## config.mk

```make
export PLATFORM = sky130hd
export DESIGN_NAME = tdc_capture_flat
export DESIGN_NICKNAME = d
export VERILOG_FILES = /design/src/rtl/tdc_pkg.sv /design/src/rtl/tdc_capture_if.sv /design/src/rtl/tdc_therm_enc.sv /design/src/rtl/tdc_capture.sv /design/src/flat_wrapper.sv
export SDC_FILE = /design/constraint.sdc
export NUM_CORES = 1
export LEC_CHECK = 0
export CORE_MARGIN = 10
export CORE_UTILIZATION = 43
export CTS_BUF_LIST = sky130_fd_sc_hd__clkbuf_8
export CTS_CLUSTER_DIAMETER = 30
export DETAILED_ROUTE_END_ITERATION = 8
export PLACE_DENSITY = 0.9
export SETUP_SLACK_MARGIN = 0.2
export SYNTH_ARGS = -nofsm -noshare
export SYNTH_HDL_FRONTEND = slang
export SYNTH_SLANG_ARGS = --single-unit
```

## constraint.sdc

```tcl
create_clock -name clk -period 3 [get_ports clk]
set_input_delay 0.6 -clock clk [delete_from_list [all_inputs] [get_ports clk]]
set_output_delay 0.6 -clock clk [all_outputs]
set_load 0.03 [all_outputs]
```

## src/rtl/tdc_pkg.sv

```systemverilog
// tdc_pkg: shared types and default sizes for the TDC capture front end.
// Contents:
//   COARSE_W, FRAC_W, THERM_W, MAX_CNT  default widths / timeout
//   tdc_state_t                         capture FSM state encoding
//   coarse_t, frac_t                    result field types at default widths
package tdc_pkg;

    localparam int COARSE_W = 10;
    localparam int FRAC_W   = 7;
    localparam int THERM_W  = 128;
    localparam int MAX_CNT  = 1023;

    typedef enum logic [1:0] {
        IDLE = 2'd0,
        RUN  = 2'd1,
        ENC1 = 2'd2,
        ENC2 = 2'd3
    } tdc_state_t;

    typedef logic [COARSE_W-1:0] coarse_t;
    typedef logic [FRAC_W-1:0]   frac_t;

endpackage

```

## src/rtl/tdc_capture_if.sv

```systemverilog
// tdc_capture_if: event inputs and result outputs of the TDC capture block.
// Signals:
//   tdc_start, tdc_stop  start/stop events, synchronous to clk
//   therm                delay-line thermometer taps
//   int_data, frac_data  coarse / fine result
//   out_dval             1-cycle result strobe
//   ovf                  result is a timeout (qualified by out_dval)
//   busy                 measurement in progress
// Modports: master drives events and observes results; slave is the capture block.
interface tdc_capture_if #(
    parameter int COARSE_W = 10,
    parameter int FRAC_W   = 7,
    parameter int THERM_W  = 128
);
    logic                tdc_start;
    logic                tdc_stop;
    logic [THERM_W-1:0]  therm;
    logic [COARSE_W-1:0] int_data;
    logic [FRAC_W-1:0]   frac_data;
    logic                out_dval;
    logic                ovf;
    logic                busy;

    modport master (
        output tdc_start, tdc_stop, therm,
        input  int_data, frac_data, out_dval, ovf, busy
    );

    modport slave (
        input  tdc_start, tdc_stop, therm,
        output int_data, frac_data, out_dval, ovf, busy
    );
endinterface

```

## src/rtl/tdc_therm_enc.sv

```systemverilog
// tdc_therm_enc: 2-stage pipelined thermometer-to-binary encoder with saturation.
// Ports:
//   clk, rst    clock, asynchronous active-low reset
//   therm       delay-line taps, sampled when capture=1
//   capture     load stage 1 from therm this edge
//   force_zero  treat taps as all zero (timeout capture)
//   frac        saturated fine value, valid two edges after capture
// Build option TDC_BUBBLE_FIX_EN:
//   defined   -> fine count = popcount (8 x 16-bit group counts, then sum)
//   undefined -> fine count = highest set tap index + 1 (priority encode)
module tdc_therm_enc #(
    parameter int THERM_W = 128,
    parameter int FRAC_W  = 7
) (
    input  logic               clk,
    input  logic               rst,
    input  logic [THERM_W-1:0] therm,
    input  logic               capture,
    input  logic               force_zero,
    output logic [FRAC_W-1:0]  frac
);
    localparam int RAW_W   = $clog2(THERM_W + 1);
    localparam int SAT_MAX = (2 ** FRAC_W) - 1;

    logic [RAW_W-1:0]  raw;
    logic [FRAC_W-1:0] frac_q;

`ifdef TDC_BUBBLE_FIX_EN
    localparam int NGRP = (THERM_W + 15) / 16;

    logic [NGRP*16-1:0] bits;
    logic [4:0]         grp_d [NGRP];
    logic [4:0]         grp_q [NGRP];

    assign bits = force_zero ? '0 : (NGRP*16)'(therm);

    always_comb begin
        for (int unsigned g = 0; g < NGRP; g++) begin
            grp_d[g] = '0;
            for (int unsigned b = 0; b < 16; b++) begin
                grp_d[g] = grp_d[g] + 5'(bits[g*16 + b]);
            end
        end
    end

    always_ff @(posedge clk or negedge rst) begin
        if (!rst) begin
            for (int unsigned g = 0; g < NGRP; g++) grp_q[g] <= '0;
        end else if (capture) begin
            for (int unsigned g = 0; g < NGRP; g++) grp_q[g] <= grp_d[g];
        end
    end

    always_comb begin
        raw = '0;
        for (int unsigned g = 0; g < NGRP; g++) begin
            raw = raw + RAW_W'(grp_q[g]);
        end
    end
`else
    logic [THERM_W-1:0] bits;
    logic [RAW_W-1:0]   idx_d;
    logic [RAW_W-1:0]   idx_q;

    assign bits = force_zero ? '0 : therm;

    // Ascending scan so the highest set tap wins.
    always_comb begin
        idx_d = '0;
        for (int unsigned i = 0; i < THERM_W; i++) begin
            if (bits[i]) idx_d = RAW_W'(i + 1);
        end
    end

    always_ff @(posedge clk or negedge rst) begin
        if (!rst)         idx_q <= '0;
        else if (capture) idx_q <= idx_d;
    end

    assign raw = idx_q;
`endif

    // Stage 2 free-runs: stage 1 holds between captures.
    always_ff @(posedge clk or negedge rst) begin
        if (!rst)                    frac_q <= '0;
        else if (int'(raw) > SAT_MAX) frac_q <= '1;
        else                         frac_q <= FRAC_W'(raw);
    end

    assign frac = frac_q;

endmodule

```

## src/rtl/tdc_capture.sv

```systemverilog
// tdc_capture: TDC measurement front end. Counts coarse clock cycles from
// start to stop, captures the delay-line thermometer on stop, encodes it and
// emits one {int_data, frac_data} result with a 1-cycle out_dval strobe.
// Ports:
//   clk   system clock
//   rst   asynchronous reset, active low
//   bus   tdc_capture_if.slave: tdc_start, tdc_stop, therm in;
//         int_data, frac_data, out_dval, ovf, busy out
// Build option TDC_BUBBLE_FIX_EN selects the fine encoder (see tdc_therm_enc).
module tdc_capture
    import tdc_pkg::*;
#(
    parameter int COARSE_W = tdc_pkg::COARSE_W,
    parameter int FRAC_W   = tdc_pkg::FRAC_W,
    parameter int THERM_W  = tdc_pkg::THERM_W,
    parameter int MAX_CNT  = tdc_pkg::MAX_CNT
) (
    input  logic         clk,
    input  logic         rst,
    tdc_capture_if.slave bus
);
    localparam logic [COARSE_W-1:0] MAX_C = COARSE_W'(MAX_CNT);

    tdc_state_t state_q, state_d;

    logic [COARSE_W-1:0] count_q;
    logic [COARSE_W-1:0] cnt_next;
    logic                at_max;
    logic [COARSE_W-1:0] cap_int_q;
    logic                cap_ovf_q;
    logic [COARSE_W-1:0] int_q;
    logic [FRAC_W-1:0]   frac_q;
    logic                ovf_q;
    logic                dval_q;
    logic [FRAC_W-1:0]   enc_frac;

    logic busy_c, cap_en, cap_zero, emit;

    // Count register lags the edge by one, so the value for edge P is count+1.
    assign cnt_next = count_q + 1'b1;
    assign at_max   = (cnt_next == MAX_C);

    always_ff @(posedge clk or negedge rst) begin
        if (!rst) state_q <= IDLE;
        else      state_q <= state_d;
    end

    always_comb begin
        state_d = state_q;
        case (state_q)
            IDLE:    if (bus.tdc_start) state_d = RUN;
            RUN:     if (bus.tdc_stop || at_max) state_d = ENC1;
            ENC1:    state_d = ENC2;
            ENC2:    state_d = IDLE;
            default: state_d = IDLE;
        endcase
    end

    // Stop takes priority over timeout when both land on the same edge.
    always_comb begin
        busy_c   = (state_q != IDLE);
        cap_en   = (state_q == RUN) && (bus.tdc_stop || at_max);
        cap_zero = (state_q == RUN) && !bus.tdc_stop && at_max;
        emit     = (state_q == ENC2);
    end

    always_ff @(posedge clk or negedge rst) begin
        if (!rst) begin
            count_q   <= '0;
            cap_int_q <= '0;
            cap_ovf_q <= 1'b0;
            int_q     <= '0;
            frac_q    <= '0;
            ovf_q     <= 1'b0;
            dval_q    <= 1'b0;
        end else begin
            dval_q <= 1'b0;
            if (state_q == IDLE && bus.tdc_start) begin
                count_q <= '0;
            end
            if (state_q == RUN) begin
                if (cap_en) begin
                    cap_int_q <= cap_zero ? MAX_C : cnt_next;
                    cap_ovf_q <= cap_zero;
                end else begin
                    count_q <= cnt_next;
                end
            end
            if (emit) begin
                int_q  <= cap_int_q;
                frac_q <= cap_ovf_q ? '0 : enc_frac;
                ovf_q  <= cap_ovf_q;
                dval_q <= 1'b1;
            end
        end
    end

    tdc_therm_enc #(
        .THERM_W (THERM_W),
        .FRAC_W  (FRAC_W)
    ) u_enc (
        .clk        (clk),
        .rst        (rst),
        .therm      (bus.therm),
        .capture    (cap_en),
        .force_zero (cap_zero),
        .frac       (enc_frac)
    );

    assign bus.int_data  = int_q;
    assign bus.frac_data = frac_q;
    assign bus.ovf       = ovf_q;
    assign bus.out_dval  = dval_q;
    assign bus.busy      = busy_c;

endmodule

```

## src/flat_wrapper.sv

```systemverilog
// flat-port wrapper written by rule: the top's interface ports become plain ports
module tdc_capture_flat import tdc_pkg::*;
#(
    parameter int COARSE_W = tdc_pkg::COARSE_W,
    parameter int FRAC_W   = tdc_pkg::FRAC_W,
    parameter int THERM_W  = tdc_pkg::THERM_W,
    parameter int MAX_CNT  = tdc_pkg::MAX_CNT
)
  (clk, rst, bus_tdc_start, bus_tdc_stop, bus_therm, bus_int_data, bus_frac_data, bus_out_dval, bus_ovf, bus_busy);
  tdc_capture_if #(.COARSE_W(COARSE_W), .FRAC_W(FRAC_W), .THERM_W(THERM_W)) bus_i ();
  input  logic clk;
  input  logic rst;
  input wire logic [$bits(bus_i.tdc_start)-1:0] bus_tdc_start;
  input wire logic [$bits(bus_i.tdc_stop)-1:0] bus_tdc_stop;
  input wire logic [$bits(bus_i.therm)-1:0] bus_therm;
  output wire logic [$bits(bus_i.int_data)-1:0] bus_int_data;
  output wire logic [$bits(bus_i.frac_data)-1:0] bus_frac_data;
  output wire logic [$bits(bus_i.out_dval)-1:0] bus_out_dval;
  output wire logic [$bits(bus_i.ovf)-1:0] bus_ovf;
  output wire logic [$bits(bus_i.busy)-1:0] bus_busy;
  assign bus_i.tdc_start = bus_tdc_start;
  assign bus_i.tdc_stop = bus_tdc_stop;
  assign bus_i.therm = bus_therm;
  assign bus_int_data = bus_i.int_data;
  assign bus_frac_data = bus_i.frac_data;
  assign bus_out_dval = bus_i.out_dval;
  assign bus_ovf = bus_i.ovf;
  assign bus_busy = bus_i.busy;
  tdc_capture #(.COARSE_W(COARSE_W), .FRAC_W(FRAC_W), .THERM_W(THERM_W), .MAX_CNT(MAX_CNT)) u_core (.clk(clk), .rst(rst), .bus(bus_i));
endmodule
```

======== After elaboration in Yosys (flattened, before gate mapping) ========
Index checks and enable logic that the tools add are counted.
operators by class
  add/subtract/negate cells ............... 1
  $lt $le $gt $ge ......................... 1
  eq/ne operators ......................... 6
  mux-type cells .......................... 139
  reduce and logical (&&, ||, !) cells .... 10
operator list
  kind                   number
  $mux 8                 125
  $mux 128               1
  $mux 10                4
  $mux 7                 2
  $add 10x1->10 const B  1
  $eq 10x10->1 const B   1
  $gt 8x7->1 const B     1
  $mux 2                 4
  $pmux 2 s4             1
  $eq 2x2->1 const B     2
  $logic_and 1x1->1      4
  $ne 2x2->1 const B     2
  $reduce_and 2->1       2
  $eq 2x1->1 const B     1
  $logic_not 2->1        1
  $mux 1                 2
  $reduce_bool 2->1      1
  $logic_not 1->1        1
  $logic_or 1x1->1       1
word-level totals
  register bits after elaboration ......... 57
  input bits .............................. 132
  output and inout bits ................... 20

======== Longest topological paths before layout ========
Gate-level depths: netlist (run 1).
  word-level depth ........................ 132
  gate-level depth with buffers ........... 10

======== By module ========
From an unflattened synthesis (run 1), not the netlist that was laid out.
second synthesis, totals
  cell total of the unflattened synthesis .. 553
  area, all modules ....................... 4,539.4 um^2
modules (own cells, without submodules)
  module         instances  cells an instance  area each (um^2)  sequential area each (um^2)
  tdc_therm_enc  1          354                2,391.0           375.4
  tdc_capture    1          199                2,148.3           1,051.0

======== Worst setup path after synthesis (run 1) ========
Ideal clock, no wire load.
  kind .................................... reg-to-reg
  start point ............................. reg u_core.count_q[0]
  end point ............................... reg u_core.u_enc.idx_q[2]
  arrival time ............................ 2,721 ps
  required time ........................... 2,878 ps
  path slack .............................. 158 ps
  stages on the path, launching flop included .. 9
  cells stage by stage .................... dfrtp_1 > ha_1 > or4b_1 > a31o_1 > or4b_1 > a21bo_1 > a311oi_1 > o21ai_0 > a32o_1
between the ends
  word-level cells in the longest chain between the ends .. 129
ends and longest elaborated chain
  what                      RTL line             RTL
  start: declaration        tdc_capture.sv:26    logic [COARSE_W-1:0] count_q;
  start signal: assignment  tdc_capture.sv:86    count_q <= cnt_next;
  $add 10x1->10 *           tdc_capture.sv:40    assign cnt_next = count_q + 1'b1;
  $eq 10x10->1 *            tdc_capture.sv:41    assign at_max = (cnt_next == MAX_C);
  $logic_and 1x1->1         tdc_capture.sv:63    cap_zero = (state_q == RUN) && !bus.tdc_stop && at_max;
  $mux 128                  tdc_therm_enc.sv:65  assign bits = force_zero ? '0 : therm;
  $mux 8 (125 in a row)     tdc_therm_enc.sv:71  if (bits[i]) idx_d = RAW_W'(i + 1);
  end signal: assignment    tdc_therm_enc.sv:77  else if (capture) idx_q <= idx_d;
  end: declaration          tdc_therm_enc.sv:63  logic [RAW_W-1:0] idx_q;
Mark *: on every way between the ends. The rest lies on a longest branch, timed or not.
A chain may end at the register's enable or synchronous reset.

======== Final worst setup path (run 1) ========
  start point ............................. reg u_core.count_q[1]
  end point ............................... reg u_core.u_enc.idx_q[1]
between the ends
  word-level cells in the longest chain between the ends .. 131
ends and longest elaborated chain
  what                   RTL line
  $add 10x1->10 *        tdc_capture.sv:40
  $eq 10x10->1 *         tdc_capture.sv:41
  $logic_and 1x1->1      tdc_capture.sv:63
  $mux 128               tdc_therm_enc.sv:65
  $mux 2 (2 in a row)    tdc_therm_enc.sv:71
  $mux 8 (125 in a row)  tdc_therm_enc.sv:71
Marks and branches as above.

==> results.json, run 1 <==
{
  "p_sw_share_pct": 36.56,
  "syn_area_um2": 4375,
  "gp_congestion": 0.9581,
  "hold_viol": 0,
  "ys_async_sr_fraction_pct": 100.0,
  "detail-route-antenna-nets": 0,
  "place_ws_ps": -214.7,
  "cpMaxStageDelayCell": "or4b_1",
  "grt_pass1_wl_mm": 26.10,
  "yosys_warnings": 0,
  "final_area_um2": 6579,
  "seq_area_frac_synth_pct": 32.60,
  "syn_avg_cell_area_um2": 8.043,
  "clockRootBuffer": "clkbuf_8",
  "die_area_um2": 14610,
  "cp_slowest_stage_delay_ps": 540,
  "p_per_area_nw_per_um2": 580.3,
  "required_ps": 3280,
  "ys_ff_latch": 57,
  "leakagePower_uw": 0.002487,
  "crit_family": "simple AND/OR/NAND/NOR gates",
  "firstDrtPassIters": 6,
  "rows": 36,
  "combPwrFrac_pct": 44.2,
  "grt_max_degree": 58,
  "track_usage_pct": 21.49,
  "final_max_slew_viol_count": 0,
  "worstPathCellList": "and2_4, or4b_1, a31o_4, or4_4, a2111oi_4, o311ai_2, a21o_1, nand2_1",
  "drtIter0Drc": 513,
  "viasPerCell": 6.084,
  "clock_sinks": 57,
  "antenna_found_initial": 0,
  "fmax_ghz": 0.3514,
  "fin_setup_tns_ps": 0,
  "finalPower_uw": 3818,
  "finalWirelength_mm": 16.67,
  "postSynthCellCount": 544,
  "min_period_ps": 2846,
  "crit_type": "reg -> reg",
  "area_growth_pct": 50.36,
  "pin_count": 152,
  "p_switching_uw": 1396,
  "synth.distinct_cells": 66,
  "grt_overflow": 0,
  "status": "completed",
  "timing.final.crit_share_pct": 94.85,
  "start_util_pct": 44.36,
  "antennaDiodeCount": 0,
  "clock_tree.buffer_depth": 2,
  "htreeDepth": 3,
  "path_max_fanout": 6,
  "synth_top_cell_area_share_pct": 32.60,
  "setup_viol": 0,
  "hold_path.class": "in -> async",
  "die_w_um": 120.9,
  "final.setup_skew_ps": 5.166,
  "numCtsBuffers": 9,
  "syn_nets": 683,
  "ir_worst_vdd_uv": 591.8,
  "maxSlewHeadroom_pct": 39.85,
  "endpoint_kind": "register",
  "critPathArrivalTime_ps": 3130,
  "grt_pass1_vias": 5409,
  "place_area_um2": 6171,
  "seqPwrFrac_pct": 33.6,
  "cts_hold_buffers": 0,
  "via_count": 5281,
  "layout-drive-gt1-share_pct": 15.51,
  "wl_per_cell_um": 19.20,
  "rsz0062_at_grt": "true",
  "synth_edf_count": 0,
  "num-nets-final": 869,
  "setup_ws_ps": 154.5,
  "core_area_um2": 9864,
  "dieHeight_um": 120.9,
  "drcViolationCount": 0,
  "maxCapViolations": 0,
  "fin_util_pct": 66.69,
  "clk_pin_slew_ps": 60,
  "port_buffers": 151,
  "clk_latency_ps": 340,
  "power.share.clock_pct": 22.2,
  "hpwl_mm": 13.06,
  "yosysTopAreaCell": "dfrtp_1",
  "p_int_uw": 2422,
  "synth-main-ff-cell": "dfrtp_1",
  "synth.area.top_cells": "dfrtp_1 (33%), o21ai_0 (5.8%), nor2_1 (5.1%)",
  "worst_pin_slew_ps": 902.2,
  "cts_tree": "built",
  "crit_path_start_kind": "register",
  "critPathBufInv": 0
}
==> registers in the layout (all words and copies together) (netlist names) <==
name,count
u_core.cap_int_q,10
u_core.count_q,10
u_core.state_q,2
u_core.bus.frac_data,7
u_core.cap_ovf_q,1
u_core.u_enc.frac,7
u_core.bus.int_data,10
u_core.bus.ovf,1
u_core.bus.out_dval,1
u_core.u_enc.idx_q,8
==> worst reg2reg max path: stages, from the launching register on <==
cell       delay, ps
dfrtp_2          450
and2_4           180
or4b_1           540
a31o_4           280
or4_4            490
a2111oi_4        440
o311ai_2         180
a21o_1           190
nand2_1           60
==> metal layers <==
| metal | up-vias | part of all wire [%] | global-route usage [%] |
|---|---|---|---|
| met1 | 2460 | 37 | 24.20 |
| met5 | - | 0 | 0 |
| met3 | 66 | 10 | 6.561 |
| met4 | 0 | 3.5 | 8.899 |
| met2 | 337 | 49 | 36.87 |
| li1 | 2418 | - | - |
==> synth_stat cells (4+ instances only) <==
library cell	instances
a311oi_1	5
o21ai_0	51
o22a_1	5
or2_2	11
nand2_1	31
o211ai_1	7
o21a_1	5
clkbuf_1	10
nor2b_1	11
nand3b_1	9
dfrtp_1	57
o21bai_1	6
a31oi_1	4
nand4_1	5
xnor2_1	5
mux2_2	11
nor2_1	59
o31ai_1	10
ha_1	7
a21oi_1	35
nor3_1	29
or4_1	7
nor4_1	29
a211oi_1	5
nand3_1	23
inv_1	33
nand2b_1	7
==> final cells by class <==
cell class	instances	area (um2)
Clock inverter	4	73.82
Fill cell	739	3286
Timing Repair Buffer	192	1822
Clock buffer	12	165.2
Multi-Input combinational cell	437	2794
Sequential cell	57	1434
Tap cell	133	166.4
Inverter	33	123.9
==> kinds of logic after synthesis <==
| family | Yosys count | synth area share (%) |
|---|---|---|
| mux | 11 | 2.831 |
| fa+ha+maj | 7 | 2.002 |
| xor+xnor | 6 | 1.201 |
| flops | 57 | 32.60 |
| compound gates | 169 | 25.68 |
| buf+inv | 50 | 6.005 |
| simple gates | 244 | 29.68 |
==> stage by stage <==
| stage | hold WS (ps) | instances |
|---|---|---|
| after floorplan | 304.4 | 544 |
| after global placement | 454.2 | 845 |
| after detailed placement | 452.3 | 845 |
| after CTS | 409.7 | 866 |
| after global routing | 454.6 | 868 |
| final | 394.9 | 868 |
==> layout by cell type, fill, tap and decap left out, types with 7 or more instances in the layout <==
cell type and instances:
mux2_2 11, buf_4 39, or2_2 11, o21ai_0 48, o31ai_1 9, nand2_1 31
dfrtp_1 51, clkdlybuf4s50_1 150, a21oi_1 35, inv_1 32, nor2b_1 11, clkbuf_8 12
nor4_1 27, nand2b_1 7, nand3b_1 9, nor2_1 59, o211ai_1 7, nor3_1 27
nand3_1 23
==> repair_timing <==
| item | 4_1_cts | 5_1_grt |
|---|---|---|
| gates resized for setup | 12 | 17 |
| endpoints found under the setup margin | 7 | 25 |
| buffers inserted | 5 | 2 |
| pin swaps | 9 | 10 |
| gates cloned | 0 | 0 |
==> path summary, 6_finish.rpt <==
path	slack [ps]	cells past startpoint	endpoint	startpoint
max	150	8	u_core.u_enc.idx_q[1]$_DFFE_PN0P_	u_core.count_q[1]$_DFF_PN0_
min	390	2	u_core.bus.out_dval$_DFF_PN0_	rst
max reg2reg	150	8	u_core.u_enc.idx_q[1]$_DFFE_PN0P_	u_core.count_q[1]$_DFF_PN0_
min reg2reg	470	1	u_core.u_enc.frac[4]$_DFF_PN0_	u_core.u_enc.idx_q[4]$_DFFE_PN0P_
max in group asynchronous	2120	2	u_core.count_q[3]$_DFF_PN0_	rst
min in group clk	470	1	u_core.u_enc.frac[4]$_DFF_PN0_	u_core.u_enc.idx_q[4]$_DFFE_PN0P_
==> power by group through the flow <==
stage          Sequential, uW  Clock (uW)  Combinational (uW)
2_1_floorplan            1450           0                 677
3_3_place_gp             1250           0                1520
3_5_place_dp             1280           0                1590
4_1_cts                  1270         850                1660
5_1_grt                  1310         888                1810
6_report                 1280         848                1690
Note: power is estimated with default switching activity, not from simulation.
==> run 2, diff against run 1 <==
- REMOVE_ABC_BUFFERS: not set -> 1
==> results.json, run 2 (synthesis results as in run 1) <==
{
  "place_area_um2": 6195,
  "worstPathCellList": "and2_4, or4b_1, a31o_1, or4_4, a2111oi_4, buf_4, a221oi_2, a21o_1, nand2_1",
  "viasPerCell": 5.737,
  "p_switching_uw": 1335,
  "drtIter0Drc": 431,
  "fin_util_pct": 66.83,
  "drcViolationCount": 0,
  "reg2reg_to": "u_core.u_enc.idx_q[1]$_DFFE_PN0P_",
  "crit_family": "simple AND/OR/NAND/NOR gates",
  "crit_path_start_kind": "register",
  "finalWirelength_mm": 15.25,
  "grt_pass1_wl_mm": 24.96,
  "pin_count": 152,
  "r2r_cells": 9,
  "required_ps": 3280,
  "critPathArrivalTime_ps": 3060,
  "layout-drive-gt1-share_pct": 15.88,
  "final_area_um2": 6593,
  "p_int_uw": 2385,
  "final_cell_mix": "clkdlybuf4s50_1 (150), nor2_1 (59), dfrtp_1 (52)",
  "clockRootBuffer": "clkbuf_8",
  "hpwl_mm": 12.58,
  "hold_path.class": "in -> async",
  "cp_slowest_stage_delay_ps": 550,
  "hold_viol": 0,
  "status": "completed",
  "cp.depth": 9,
  "p_per_area_nw_per_um2": 564.2,
  "endpoint_kind": "register",
  "nFillCells": 773,
  "cts_tree": "built",
  "grt_pass1_vias": 5150,
  "maxSlewHeadroom_pct": 40.71,
  "clock_sinks": 57,
  "htreeDepth": 3,
  "dieHeight_um": 120.9,
  "gp_congestion": 0.9535,
  "via_count": 4991,
  "clock_tree.buffer_depth": 2,
  "grt_overflow": 0,
  "maxCapViolations": 0,
  "antenna_found_initial": 0,
  "final.setup_skew_ps": 8.604,
  "layoutNonFillerInstCount": 870,
  "rsz0062_at_grt": "true",
  "num-nets-final": 873,
  "reg2reg_from": "u_core.count_q[0]$_DFF_PN0_",
  "port_buffers": 151,
  "die_area_um2": 14610,
  "cts_hold_buffers": 0,
  "numCtsBuffers": 9,
  "min_period_ps": 2783,
  "track_usage_pct": 20.71,
  "detail-route-antenna-nets": 0,
  "leakagePower_uw": 0.002504,
  "setup_ws_ps": 217.0,
  "seqPwrFrac_pct": 34.1,
  "rows": 36,
  "final_max_slew_viol_count": 0,
  "p_sw_share_pct": 35.89,
  "grt_max_degree": 58,
  "crit_type": "reg -> reg",
  "area_growth_pct": 50.67,
  "die_w_um": 120.9,
  "fmax_ghz": 0.3593,
  "firstDrtPassIters": 5,
  "dp.cells": 849,
  "power.share.clock_pct": 21.5,
  "combPwrFrac_pct": 44.4,
  "cpMaxStageDelayCell": "or4_4",
  "layout_commonest_cell": "clkdlybuf4s50_1",
  "rrSetupSlack_ps": 220,
  "clk_latency_ps": 340,
  "place_ws_ps": -106.3,
  "core_area_um2": 9864,
  "wl_per_cell_um": 17.52,
  "path_max_fanout": 5,
  "worst_pin_slew_ps": 889.4,
  "timing.final.crit_share_pct": 92.77,
  "ir_worst_vdd_uv": 446.1,
  "critPathBufInv": 1,
  "start_util_pct": 44.36,
  "antennaDiodeCount": 0,
  "clk_pin_slew_ps": 70,
  "setup_viol": 0
}
run 2: cell count changes in the layout (fill, tap and decap cells not counted), sizes merged:
cell / before / now
clkinv: 2 / 1
clkbuf: 12 / 11
buf: 42 / 46
run 2: metal layers:
| layer | routed length (um) | track usage, % | part of all wire [%] | vias to the layer above |
|---|---|---|---|---|
| met4 | 328 | 7.541 | 2.2 | 0 |
| met2 | 7378 | 35.20 | 48 | 211 |
| li1 | - | - | - | 2439 |
| met3 | 1174 | 5.444 | 7.7 | 28 |
| met5 | 0 | 0 | 0 | - |
| met1 | 6364 | 24.52 | 42 | 2313 |
run 2: area by class of cell:
class	instances	area [um2]	share of cell area [%]
Timing Repair Buffer	196	1844	27.97
Sequential cell	57	1433	21.73
Tap cell	133	166.4	2.524
Multi-Input combinational cell	437	2809	42.61
Clock inverter	3	65.06	0.9869
Inverter	33	123.9	1.879
Clock buffer	11	151.4	2.296
run 2: worst max path at each step:
stage                                startpoint                                 to  slack, ps
floorplan           u_core.count_q[0]$_DFF_PN0_  u_core.u_enc.idx_q[1]$_DFFE_PN0P_        130
finish              u_core.count_q[0]$_DFF_PN0_  u_core.u_enc.idx_q[1]$_DFFE_PN0P_        220
CTS                 u_core.count_q[0]$_DFF_PN0_  u_core.u_enc.idx_q[1]$_DFFE_PN0P_        190
global placement                  bus_therm[22]  u_core.u_enc.idx_q[2]$_DFFE_PN0P_        -60
global route        u_core.count_q[0]$_DFF_PN0_  u_core.u_enc.idx_q[2]$_DFFE_PN0P_        110
detailed placement                bus_therm[22]  u_core.u_enc.idx_q[2]$_DFFE_PN0P_       -110
run 2: per-stage QoR:
step,hold slack (ps),setup TNS [ps],total power (uW)
after CTS,409.8,0,3723
after global routing,447.4,0,3959
final,397.7,0,3720
after global placement,455.6,-64.65,2777
after detailed placement,460.0,-106.3,2863
after floorplan,304.4,0,2101
run 2: power groups by stage:
| stage | registers [uW] | clock network, uW | logic (uW) |
|---|---|---|---|
| 2_1_floorplan | 1450 | 0 | 651 |
| 3_3_place_gp | 1250 | 0 | 1520 |
| 3_5_place_dp | 1270 | 0 | 1590 |
| 4_1_cts | 1260 | 811 | 1650 |
| 5_1_grt | 1310 | 854 | 1800 |
| 6_report | 1270 | 799 | 1650 |
run 2: repair_timing:
action	CTS	global route
buffers inserted	6	1
gates resized for setup	12	19
endpoints found under the setup margin	4	29
cloned	0	0
pin swaps	8	7
==> run 3, diff against run 2 <==
- CORE_MARGIN: 10 -> not set
==> results.json, run 3 (synthesis results as in run 1) <==
{
  "status": "completed",
  "clk_latency_ps": 330,
  "final_cell_mix": "clkdlybuf4s50_1 (150), nor2_1 (59), dfrtp_1 (53)",
  "die_w_um": 102.9,
  "track_usage_pct": 27.02,
  "gp_congestion": 1.050,
  "p_switching_uw": 1355,
  "hpwl_mm": 11.51,
  "power.share.clock_pct": 19.9,
  "seqPwrFrac_pct": 34.7,
  "required_ps": 3220,
  "port_buffers": 151,
  "htreeDepth": 3,
  "p_int_uw": 2328,
  "grt_overflow": 0,
  "setup_ws_ps": 138.3,
  "wl_per_cell_um": 16.36,
  "critPathBufInv": 0,
  "drcViolationCount": 0,
  "viasPerCell": 5.889,
  "detail-route-antenna-nets": 0,
  "layout-drive-gt1-share_pct": 15.60,
  "endpoint_kind": "register",
  "fin_setup_tns_ps": 0,
  "hold_viol": 0,
  "drtIter0Drc": 287,
  "numCtsBuffers": 9,
  "cts_hold_buffers": 0,
  "layout_commonest_cell": "clkdlybuf4s50_1",
  "combPwrFrac_pct": 45.5,
  "num-nets-final": 871,
  "place_area_um2": 6202,
  "clock_tree.buffer_depth": 2,
  "grt_pass1_vias": 4896,
  "ir_worst_vdd_uv": 362.7,
  "crit_family": "simple AND/OR/NAND/NOR gates",
  "maxSlewHeadroom_pct": 40.62,
  "hold_path.class": "in -> async",
  "final.setup_skew_ps": 4.923,
  "maxCapViolations": 0,
  "timing.final.crit_share_pct": 95.39,
  "wl_met2_mm": 7.443,
  "antenna_found_initial": 0,
  "setup_viol": 0,
  "clk_pin_slew_ps": 70,
  "rows": 36,
  "p_per_area_nw_per_um2": 562.4,
  "path_common_cell": "or4b_4",
  "worstPathCellList": "and2_4, or4b_4, a31o_4, or4b_4, a21bo_1, a311oi_1, o21ai_1, a32o_1",
  "rrSetupSlack_ps": 140,
  "core_area_um2": 9819,
  "clockRootBuffer": "clkbuf_8",
  "nFillCells": 786,
  "grt_max_degree": 58,
  "start_util_pct": 44.56,
  "firstDrtPassIters": 5,
  "final_area_um2": 6549,
  "critPathArrivalTime_ps": 3080,
  "wl_met3_um": 895,
  "worst_pin_slew_ps": 890.8,
  "clock_sinks": 57,
  "cts_tree": "built",
  "antennaDiodeCount": 0,
  "via_count": 5123,
  "cpMaxStageDelayCell": "or4b_4",
  "crit_path_start_kind": "register",
  "met1_length_mm": 5.549,
  "highest-signal-layer": "met4",
  "finalWirelength_mm": 14.23,
  "dieHeight_um": 102.9,
  "fmax_ghz": 0.3494,
  "pin_count": 152,
  "place_ws_ps": -59.72,
  "path_max_fanout": 5,
  "final_max_slew_viol_count": 0,
  "die_area_um2": 10580,
  "rsz0062_at_grt": "true",
  "p_sw_share_pct": 36.80,
  "grt_pass1_wl_mm": 22.47,
  "area_growth_pct": 49.67,
  "leakagePower_uw": 0.002508,
  "cp_slowest_stage_delay_ps": 540,
  "crit_type": "reg -> reg",
  "min_period_ps": 2862
}
[run 3: cell types whose count changed in the layout (fill, tap and decap cells not counted), sizes merged]
| cell | change |
|---|---|
| clkinv | +3 |
| buf | -2 |
| bufinv | -1 |
[run 3: final cells by class]
| type | instances | area (um2) | area share, % |
|---|---|---|---|
| clock buffer | 11 | 151.4 | 2.312 |
| sequential | 57 | 1431 | 21.86 |
| timing repair buffer | 194 | 1833 | 27.99 |
| inverter | 33 | 123.9 | 1.891 |
| tap | 133 | 166.4 | 2.541 |
| clock inverter | 5 | 53.80 | 0.8216 |
| multi-input combinational | 437 | 2789 | 42.59 |
[run 3: path summary, 6_finish.rpt]
check                                             startpoint                                 end  cells past startpoint
max reg2reg                      u_core.count_q[0]$_DFF_PN0_   u_core.u_enc.idx_q[2]$_DFFE_PN0P_                      8
max                              u_core.count_q[0]$_DFF_PN0_   u_core.u_enc.idx_q[2]$_DFFE_PN0P_                      8
min                                                      rst  u_core.bus.int_data[2]$_DFFE_PN0P_                      2
min in group clk           u_core.u_enc.idx_q[4]$_DFFE_PN0P_      u_core.u_enc.frac[4]$_DFF_PN0_                      1
min reg2reg                u_core.u_enc.idx_q[4]$_DFFE_PN0P_      u_core.u_enc.frac[4]$_DFF_PN0_                      1
max in group asynchronous                                rst         u_core.count_q[4]$_DFF_PN0_                      2
[run 3: per-stage QoR]
step | total power (uW) | util [%] | cells | hold WS (ps)
after floorplan | 2101 | - | 527 | 304.4
after global placement | 2793 | 63.16 | 850 | 447.2
after detailed placement | 2879 | 63.16 | 850 | 459.8
after CTS | 3638 | 65.63 | 868 | 419.8
after global routing | 3930 | 66.69 | 870 | 452.2
final | 3683 | 66.69 | 870 | 390.8
[run 3: layer usage]
| layer | vias up | global-route usage [%] |
|---|---|---|
| li1 | 2433 | - |
| met1 | 2406 | 31.75 |
| met2 | 243 | 49.03 |
| met3 | 41 | 4.949 |
| met4 | 0 | 9.751 |
| met5 | - | 0 |
[run 3: repair_timing]
action | in CTS | in global routing
resized for setup | 6 | 20
setup buffers | 2 | 2
endpoints found under the setup margin | 8 | 27
pin swaps | 3 | 10
[run 3: power by group through the flow]
stage	Clock [uW]	Sequential [uW]	Combinational, uW
global route	785	1320	1830
global placement	0	1250	1540
detailed placement	0	1280	1600
CTS	746	1260	1630
finish	732	1280	1670
floorplan	0	1450	651
